==> src/rtl/pow2_pkg.sv <==
// Shared types and helpers for the power-of-two classifier.
// The optional hit counter is built when POW2_COUNT_EN is defined.
package pow2_pkg;

    localparam int RES_WIDTH = 8;
    localparam int RES_EXP_W = $clog2(RES_WIDTH);

    typedef struct packed {
        logic                 z;
        logic                 is_zero;
        logic [RES_EXP_W-1:0] exp;
    } pow2_result_t;

    // Index of the lowest set bit; only meaningful when v is one-hot.
    function automatic int onehot_idx(input logic [63:0] v);
        int idx;
        idx = 0;
        for (int i = 63; i >= 0; i--) begin
            if (v[i]) idx = i;
        end
        return idx;
    endfunction

endpackage

==> src/rtl/pow2_onehot_enc.sv <==
// Combinational classifier: one-hot detect, bit index and zero detect.
module pow2_onehot_enc
    import pow2_pkg::*;
#(
    parameter int WIDTH = 8,
    parameter int EXP_W = $clog2(WIDTH)
) (
    input  logic [WIDTH-1:0] x,
    output logic             z,
    output logic [EXP_W-1:0] exp,
    output logic             is_zero
);

    int idx;

    // A value is one-hot when it is nonzero and clearing its lowest set bit leaves zero.
    assign is_zero = (x == '0);
    assign z       = !is_zero && ((x & (x - WIDTH'(1))) == '0);
    assign idx     = onehot_idx(64'(x));
    assign exp     = z ? EXP_W'(idx) : '0;

endmodule

==> src/rtl/pow2_classifier.sv <==
// Power-of-two classifier with a one-entry registered output stage.
// Defining POW2_COUNT_EN adds the saturating hit counter and the hit_cnt port.
module pow2_classifier
    import pow2_pkg::*;
#(
    parameter int WIDTH = 8,
    parameter int EXP_W = $clog2(WIDTH),
    parameter int CNT_W = 16
) (
    input  logic             clk,
    input  logic             rst,
    input  logic             in_valid,
    output logic             in_ready,
    input  logic [WIDTH-1:0] x,
    output logic             out_valid,
    input  logic             out_ready,
    output logic             z,
    output logic [EXP_W-1:0] exp,
    output logic             is_zero,
    input  logic             cnt_clr
`ifdef POW2_COUNT_EN
    ,
    output logic [CNT_W-1:0] hit_cnt
`endif
);

    // Handshake: a beat transfers on a rising edge where valid && ready; the
    // producer holds data stable until then, and nothing transfers while rst=1.
    logic             enc_z;
    logic [EXP_W-1:0] enc_exp;
    logic             enc_is_zero;
    logic             accept;

    pow2_onehot_enc #(
        .WIDTH (WIDTH),
        .EXP_W (EXP_W)
    ) u_enc (
        .x       (x),
        .z       (enc_z),
        .exp     (enc_exp),
        .is_zero (enc_is_zero)
    );

    assign in_ready = !out_valid || out_ready;
    assign accept   = in_valid && in_ready && !rst;

    always_ff @(posedge clk) begin
        if (rst) begin
            out_valid <= 1'b0;
            z         <= 1'b0;
            exp       <= '0;
            is_zero   <= 1'b0;
        end else if (accept) begin
            out_valid <= 1'b1;
            z         <= enc_z;
            exp       <= enc_exp;
            is_zero   <= enc_is_zero;
        end else if (out_ready) begin
            out_valid <= 1'b0;
        end
    end

`ifdef POW2_COUNT_EN
    always_ff @(posedge clk) begin
        if (rst || cnt_clr) begin
            hit_cnt <= '0;
        end else if (accept && enc_z && (hit_cnt != '1)) begin
            hit_cnt <= hit_cnt + CNT_W'(1);
        end
    end
`else
    logic cnt_clr_unused;
    assign cnt_clr_unused = cnt_clr;
`endif

endmodule

==> config.mk <==
export PLATFORM = sky130hd
export DESIGN_NAME = pow2_classifier
export DESIGN_NICKNAME = d
export VERILOG_FILES = /design/src/rtl/pow2_pkg.sv /design/src/rtl/pow2_onehot_enc.sv /design/src/rtl/pow2_classifier.sv
export SDC_FILE = /design/constraint.sdc
export NUM_CORES = 1
export LEC_CHECK = 0
export ABC_AREA = 1
export CORE_AREA = 2 2 39 41
export CTS_BUF_LIST = sky130_fd_sc_hd__clkbuf_4 sky130_fd_sc_hd__clkbuf_8
export CTS_CLUSTER_SIZE = 30
export DETAILED_ROUTE_END_ITERATION = 12
export DIE_AREA = 0 0 41 43
export HOLD_SLACK_MARGIN = 0.06
export PLACE_DENSITY_LB_ADDON = 0.08
export SYNTH_ARGS = -nofsm -noshare
export SYNTH_HDL_FRONTEND = slang
export SYNTH_HIERARCHICAL = 1
export SYNTH_SLANG_ARGS = --single-unit
==> constraint.sdc <==
create_clock -name clk -period 2.3 [get_ports clk]
set_input_delay 0.345 -clock clk [delete_from_list [all_inputs] [get_ports clk]]
set_output_delay 0.345 -clock clk [all_outputs]
set_load 0.01 [all_outputs]
==> results of run 1 <==
[critical path: stages]
cell and delay, ns:
clkdlybuf4s50_1 0.46, inv_1 0.05, nand2_2 0.15, clkdlybuf4s50_1 0.57
[cell type report]
cell class	instances	share of cell area
inverters	21	0.1079
clock buffers	3	0.03082
repair buffers	18	0.2466
well taps	16	0.02740
multi-input cells	64	0.4229
flip-flops and latches	6	0.1644
[metrics by stage]
stage,utilization,hold WS (ns),instances
2_1_floorplan,-,0.4141,91
3_3_place_gp,0.5118,0.4996,125
3_5_place_dp,0.5118,0.5048,125
4_1_cts,0.5280,0.5130,128
5_1_grt,0.5280,0.5541,128
6_report,0.5280,0.5104,128
[worst max-delay path by stage]
stage                                     end       from  slack, ns
after global routing                 in_ready  out_ready       0.31
after global placement               in_ready  out_ready       0.41
after floorplan           exp[0]$_SDFFE_PP0P_       x[2]       1.13
after detailed placement             in_ready  out_ready       0.39
final                                in_ready  out_ready       0.39
after CTS                            in_ready  out_ready       0.39
[registers in the layout, summed over array words and instances, names as in the netlist]
signal	flops
exp	3
is_zero	1
out_valid	1
z	1
[synth_stat cells]
library cell | instances | area (um^2)
inv_2 | 3 | 11.26
a21oi_1 | 2 | 10.01
nand2_4 | 1 | 11.26
nand3_2 | 1 | 10.01
nor2_4 | 4 | 45.04
inv_1 | 18 | 67.56
o21ai_1 | 1 | 5.000
dfxtp_1 | 6 | 120.1
nor2_2 | 2 | 12.51
nand3_1 | 7 | 35.03
nand2_2 | 2 | 12.51
nand2_1 | 26 | 97.59
nor2_1 | 16 | 60.06
o21ai_0 | 2 | 10.01
[kinds of logic after synthesis]
| group | synth area share |
|---|---|
| compound gates | 0.04925 |
| buf+inv | 0.1552 |
| flops | 0.2365 |
| simple gates | 0.5591 |
[metal layers]
layer,vias to the layer above,track usage,part of all wire
met4,0,0.1200,0.020
met1,230,0.1704,0.43
li1,314,-,-
met5,-,0,0
met2,14,0.2156,0.49
met3,2,0.01571,0.053
[power breakdown]
group	internal [uW]	switching (uW)
Sequential	106	0.798
Clock	58.9	35.9
Combinational	33.1	36.5
==> flow_metrics.tcl, run 1 <==
set metrics [dict create \
    cp-end-kind "output pin" \
    drv_slew 0 \
    diodes 0 \
    crit_path_max_fanout 8 \
    min_period_ns 1.906 \
    r2r_start "out_valid$_SDFFE_PP0P_" \
    post-route-drc-count 0 \
    max_freq_ghz 0.5248 \
    grt_max_degree 9 \
    holdBufCountCts 0 \
    fin_ws_ns 0.3945 \
    cts-resized-gates 0 \
    cts-root-buf "clkbuf_4" \
    synth.cell_area_um2 508.0 \
    crit_path_start_kind "primary input" \
    ir_drop_mv 0.1373 \
    area_growth_pct 43.84 \
    period_share 0.8285 \
    final_hold_viol_count 0 \
    yosysWarnings 6 \
    arrival_ns 1.56 \
    grt_antenna_before_repair 0 \
    drive_above_1_share 0.1429 \
    placed_area_um2 708.2 \
    grt_usage 0.1436 \
    r2r_end "exp[0]$_SDFFE_PP0P_" \
    worst_pin_slew_ns 0.2967 \
    power_density_nw_per_um2 370.8 \
    ys_types 14 \
    skew_ns 0.001806 \
    layout_commonest_cell "nand2_1" \
    port_buffers 18 \
    fin_tns_setup_ns 0 \
    synth_area_per_cell_um2 5.582 \
    clk_latency_ns 0.24 \
    synth_seq_cells 6 \
    worstSetupPathType "in2out" \
    finalSetupViolations 0 \
    core_um2 1384 \
    detail_route.iter0.violations 1 \
    yosysSeqAreaShare 0.2365 \
    pre_cts_ws_ns 0.3850 \
    die_h_um 43 \
    wl_per_cell_um 7.328 \
    final_nets 127 \
    holdPathStages 4 \
    drt-pass1-iter-count 2 \
    cts_tree "built" \
    timing.reg2reg.setup_slack_ns 1.53 \
    cts-buffers-inserted 3 \
    htreeDepth 1 \
    initial_core_util 0.3671 \
    place.gp.congestion 0.7703 \
    clkSinkCount 6 \
    syn-num-nets 104 \
    grt_pass1_wl_um 1725 \
    antenna_left 0 \
    reg2reg_depth 4 \
    num-fill-cells 153 \
    rsz0062_at_grt "false" \
    hold_path_class "reg2reg" \
    io_pins 20 \
    viasPerCell 4.375 \
    timing.max_cap.violations 0 \
    netlist_instances 91 \
    rows 14 \
    vias 560 \
    postCtsSetupRepairBufs 0 \
    hpwl_um 800.3 \
    slew_headroom 0.8016 \
    power_uw 271.0 \
    status "finished clean" \
    multi_input_area_um2 309.0 \
    crit_required_ns 1.96 \
    stdcell_area_um2 730.7 \
    grt_overflow_total 0 \
    wl_um 938 \
    clk_pin_slew_ns 0.04 \
    grt_pass1_vias 466 \
    worstHoldStart "z$_SDFFE_PP0P_" \
    clock_path_buffers 2 \
    die_width_um 41 \
    die_area_um2 1763 \
    whs_endpoint "z$_SDFFE_PP0P_" \
    layout_common_cells "26 x nand2_1, 18 x inv_1, 18 x clkdlybuf4s50_1" \
    p_leak_uw 0.0003627 \
    seqCellArea_um2 120.1 \
]
Note: power is estimated with default switching activity, not from simulation.
==> run 2: changes to the inputs <==
--- a/config.mk
+++ b/config.mk
@@ -6,11 +6,10 @@
 export NUM_CORES = 1
 export LEC_CHECK = 0
 export ABC_AREA = 1
-export CORE_AREA = 2 2 39 41
+export CORE_UTILIZATION = 39
 export CTS_BUF_LIST = sky130_fd_sc_hd__clkbuf_4 sky130_fd_sc_hd__clkbuf_8
 export CTS_CLUSTER_SIZE = 30
 export DETAILED_ROUTE_END_ITERATION = 12
-export DIE_AREA = 0 0 41 43
 export HOLD_SLACK_MARGIN = 0.06
 export PLACE_DENSITY_LB_ADDON = 0.08
 export SYNTH_ARGS = -nofsm -noshare
==> constraint.sdc (replaced) <==
create_clock -name clk -period 1.5 [get_ports clk]
set_input_delay 0.225 -clock clk [delete_from_list [all_inputs] [get_ports clk]]
set_output_delay 0.225 -clock clk [all_outputs]
set_load 0.01 [all_outputs]
==> run 2 against run 1 <==
- count of clock-buffer cells in the layout is the same
- global-route usage up 2.3 points
- first-iteration DRC count increased to 16 times the previous value
- register-to-register slack worse by 0.84 ns
- sequential power up 52%
- highest routed layer is now met3
- hold slack lost 0.039 ns
==> flow_metrics.tcl, run 2 (synthesis results as in run 1) <==
set metrics [dict create \
    holdBufCountCts 0 \
    power_density_nw_per_um2 553.1 \
    core_um2 1156 \
    worstSetupPathType "in2reg" \
    power_frac_seq 0.388 \
    skew_ns 0.0002664 \
    swShare 0.2725 \
    worstHoldStart "x[0]" \
    area_growth_pct 50.00 \
    drive_above_1_share 0.1724 \
    detail_route.iter0.violations 16 \
    grt_overflow_total 0 \
    antenna_left 0 \
    reg2reg_depth 5 \
    wl_um 1012 \
    grt_antenna_before_repair 0 \
    die_area_um2 1451 \
    vias 552 \
    postCtsSetupRepairBufs 0 \
    hold_slack_ns 0.4718 \
    grt_max_degree 8 \
    worst_pin_slew_ns 0.3131 \
    die_h_um 38.09 \
    largest_reg_flops 3 \
    viasPerCell 4.246 \
    rows 12 \
    p_leak_uw 0.0003979 \
    final_hold_viol_count 0 \
    place.gp.congestion 0.7946 \
    r2r_end "exp[2]$_SDFFE_PP0P_" \
    htreeDepth 1 \
    r2r_start "out_valid$_SDFFE_PP0P_" \
    grt_usage 0.1665 \
    period_share 0.9191 \
    whs_endpoint "exp[0]$_SDFFE_PP0P_" \
    internal_power_uw 306.6 \
    max_freq_ghz 0.7254 \
    diodes 0 \
    clk_latency_ns 0.24 \
    regMostFlops "exp" \
    post-route-drc-count 0 \
    finalSetupViolations 0 \
    rsz0062_at_grt "false" \
    clock_path_buffers 2 \
    cts-root-buf "clkbuf_4" \
    final_nets 131 \
    path_cells "clkdlybuf4s50_1 -> inv_1 -> nand2_1 -> nor2_4 -> nor2_2 -> nor2_2 -> nand3_2 -> nor2_1 -> nand3_1 -> nand2_1" \
    crit_path_max_fanout 4 \
    crit_path_start_kind "primary input" \
    min_period_ns 1.379 \
    cp_top_family "simple AND/OR/NAND/NOR gates" \
    multi_input_area_um2 309.0 \
    path_buf_inv 2 \
    timing.max_cap.violations 0 \
    initial_core_util 0.4394 \
    pwr-share-clk 0.347 \
    cts-buffers-inserted 3 \
    layout_common_cells "26 x nand2_1, 18 x inv_1, 16 x nor2_1" \
    io_pins 20 \
    ir_drop_mv 0.4973 \
    stdcell_area_um2 762.0 \
    power_frac_comb 0.265 \
    arrival_ns 1.56 \
    slew_headroom 0.7906 \
    grt_pass1_wl_um 1628 \
    power_uw 421.5 \
    layout_commonest_cell "nand2_1" \
    hold_path_class "in2reg" \
    netSwitchingPower_uw 114.8 \
    crit_path_max_incr_delay_ns 0.46 \
    grt_pass1_vias 437 \
    seqCellArea_um2 120.1 \
    wl_per_cell_um 7.785 \
    utilization 0.6591 \
    crit_required_ns 1.69 \
    port_buffers 18 \
    cp-end-kind "flop" \
    drv_slew 0 \
    clkSinkCount 6 \
    hpwl_um 808.5 \
    num-fill-cells 118 \
    slowest_stage "clkdlybuf4s50_1" \
    cts_tree "built" \
    timing.reg2reg.setup_slack_ns 0.69 \
    drt-pass1-iter-count 2 \
    holdPathStages 6 \
    die_width_um 38.09 \
    status "finished clean" \
    clk_pin_slew_ns 0.04 \
    placed_area_um2 735.7 \
]
[run 2: what timing repair did]
| item | CTS | global route |
|---|---|---|
| gates resized for setup | 1 | 2 |
| pin swaps | 0 | 1 |
| setup endpoints to repair | 1 | 3 |
[run 2: how the worst max path moves through the flow]
stage | from | to | slack (ns) | depth (start not counted)
after floorplan | x[2] | exp[0]$_SDFFE_PP0P_ | 0.45 | 9
after global placement | x[1] | exp[2]$_SDFFE_PP0P_ | -0.16 | 10
after detailed placement | x[1] | exp[2]$_SDFFE_PP0P_ | -0.17 | 10
after CTS | x[1] | exp[2]$_SDFFE_PP0P_ | 0.07 | 10
after global routing | x[3] | exp[1]$_SDFFE_PP0P_ | 0.007 | 10
final | x[3] | exp[2]$_SDFFE_PP0P_ | 0.12 | 10
[run 2: power groups by stage]
stage	clock network, uW	registers (uW)	logic [uW]
CTS	154	163	113
detailed placement	0	166	113
finish	146	163	112
global placement	0	166	112
floorplan	0	167	55.0
global route	164	163	124
[run 2: tightest hold or removal path, stage by stage]
cell,delay [ns]
dlymetal6s2s_1,0.16
inv_1,0.06
nand2_1,0.07
nor2_1,0.04
nand3_1,0.07
nand2_1,0.04
[run 2: layer usage]
layer | global-route usage | wire (um) | share of wire
met5 | 0 | 0 | 0
met4 | 0.05357 | 0 | 0
met3 | 0.08721 | 72 | 0.071
met2 | 0.2542 | 413 | 0.41
met1 | 0.1986 | 526 | 0.52
[run 2: layout make-up]
| class | instances | area share |
|---|---|---|
| clock buffer | 3 | 0.02956 |
| inverter | 21 | 0.1034 |
| multi-input combinational | 64 | 0.4056 |
| sequential | 6 | 0.1576 |
| tap | 14 | 0.02299 |
| timing repair buffer | 22 | 0.2808 |
[run 2: stage by stage]
stage / setup WS (ns) / TNS, ns / std cells
final: 0.1214 / 0 / 130
after global routing: 0.007178 / 0 / 130
after CTS: 0.07036 / 0 / 130
after detailed placement: -0.1748 / -0.7056 / 127
after global placement: -0.1562 / -0.6003 / 127
after floorplan: 0.4461 / 0 / 91
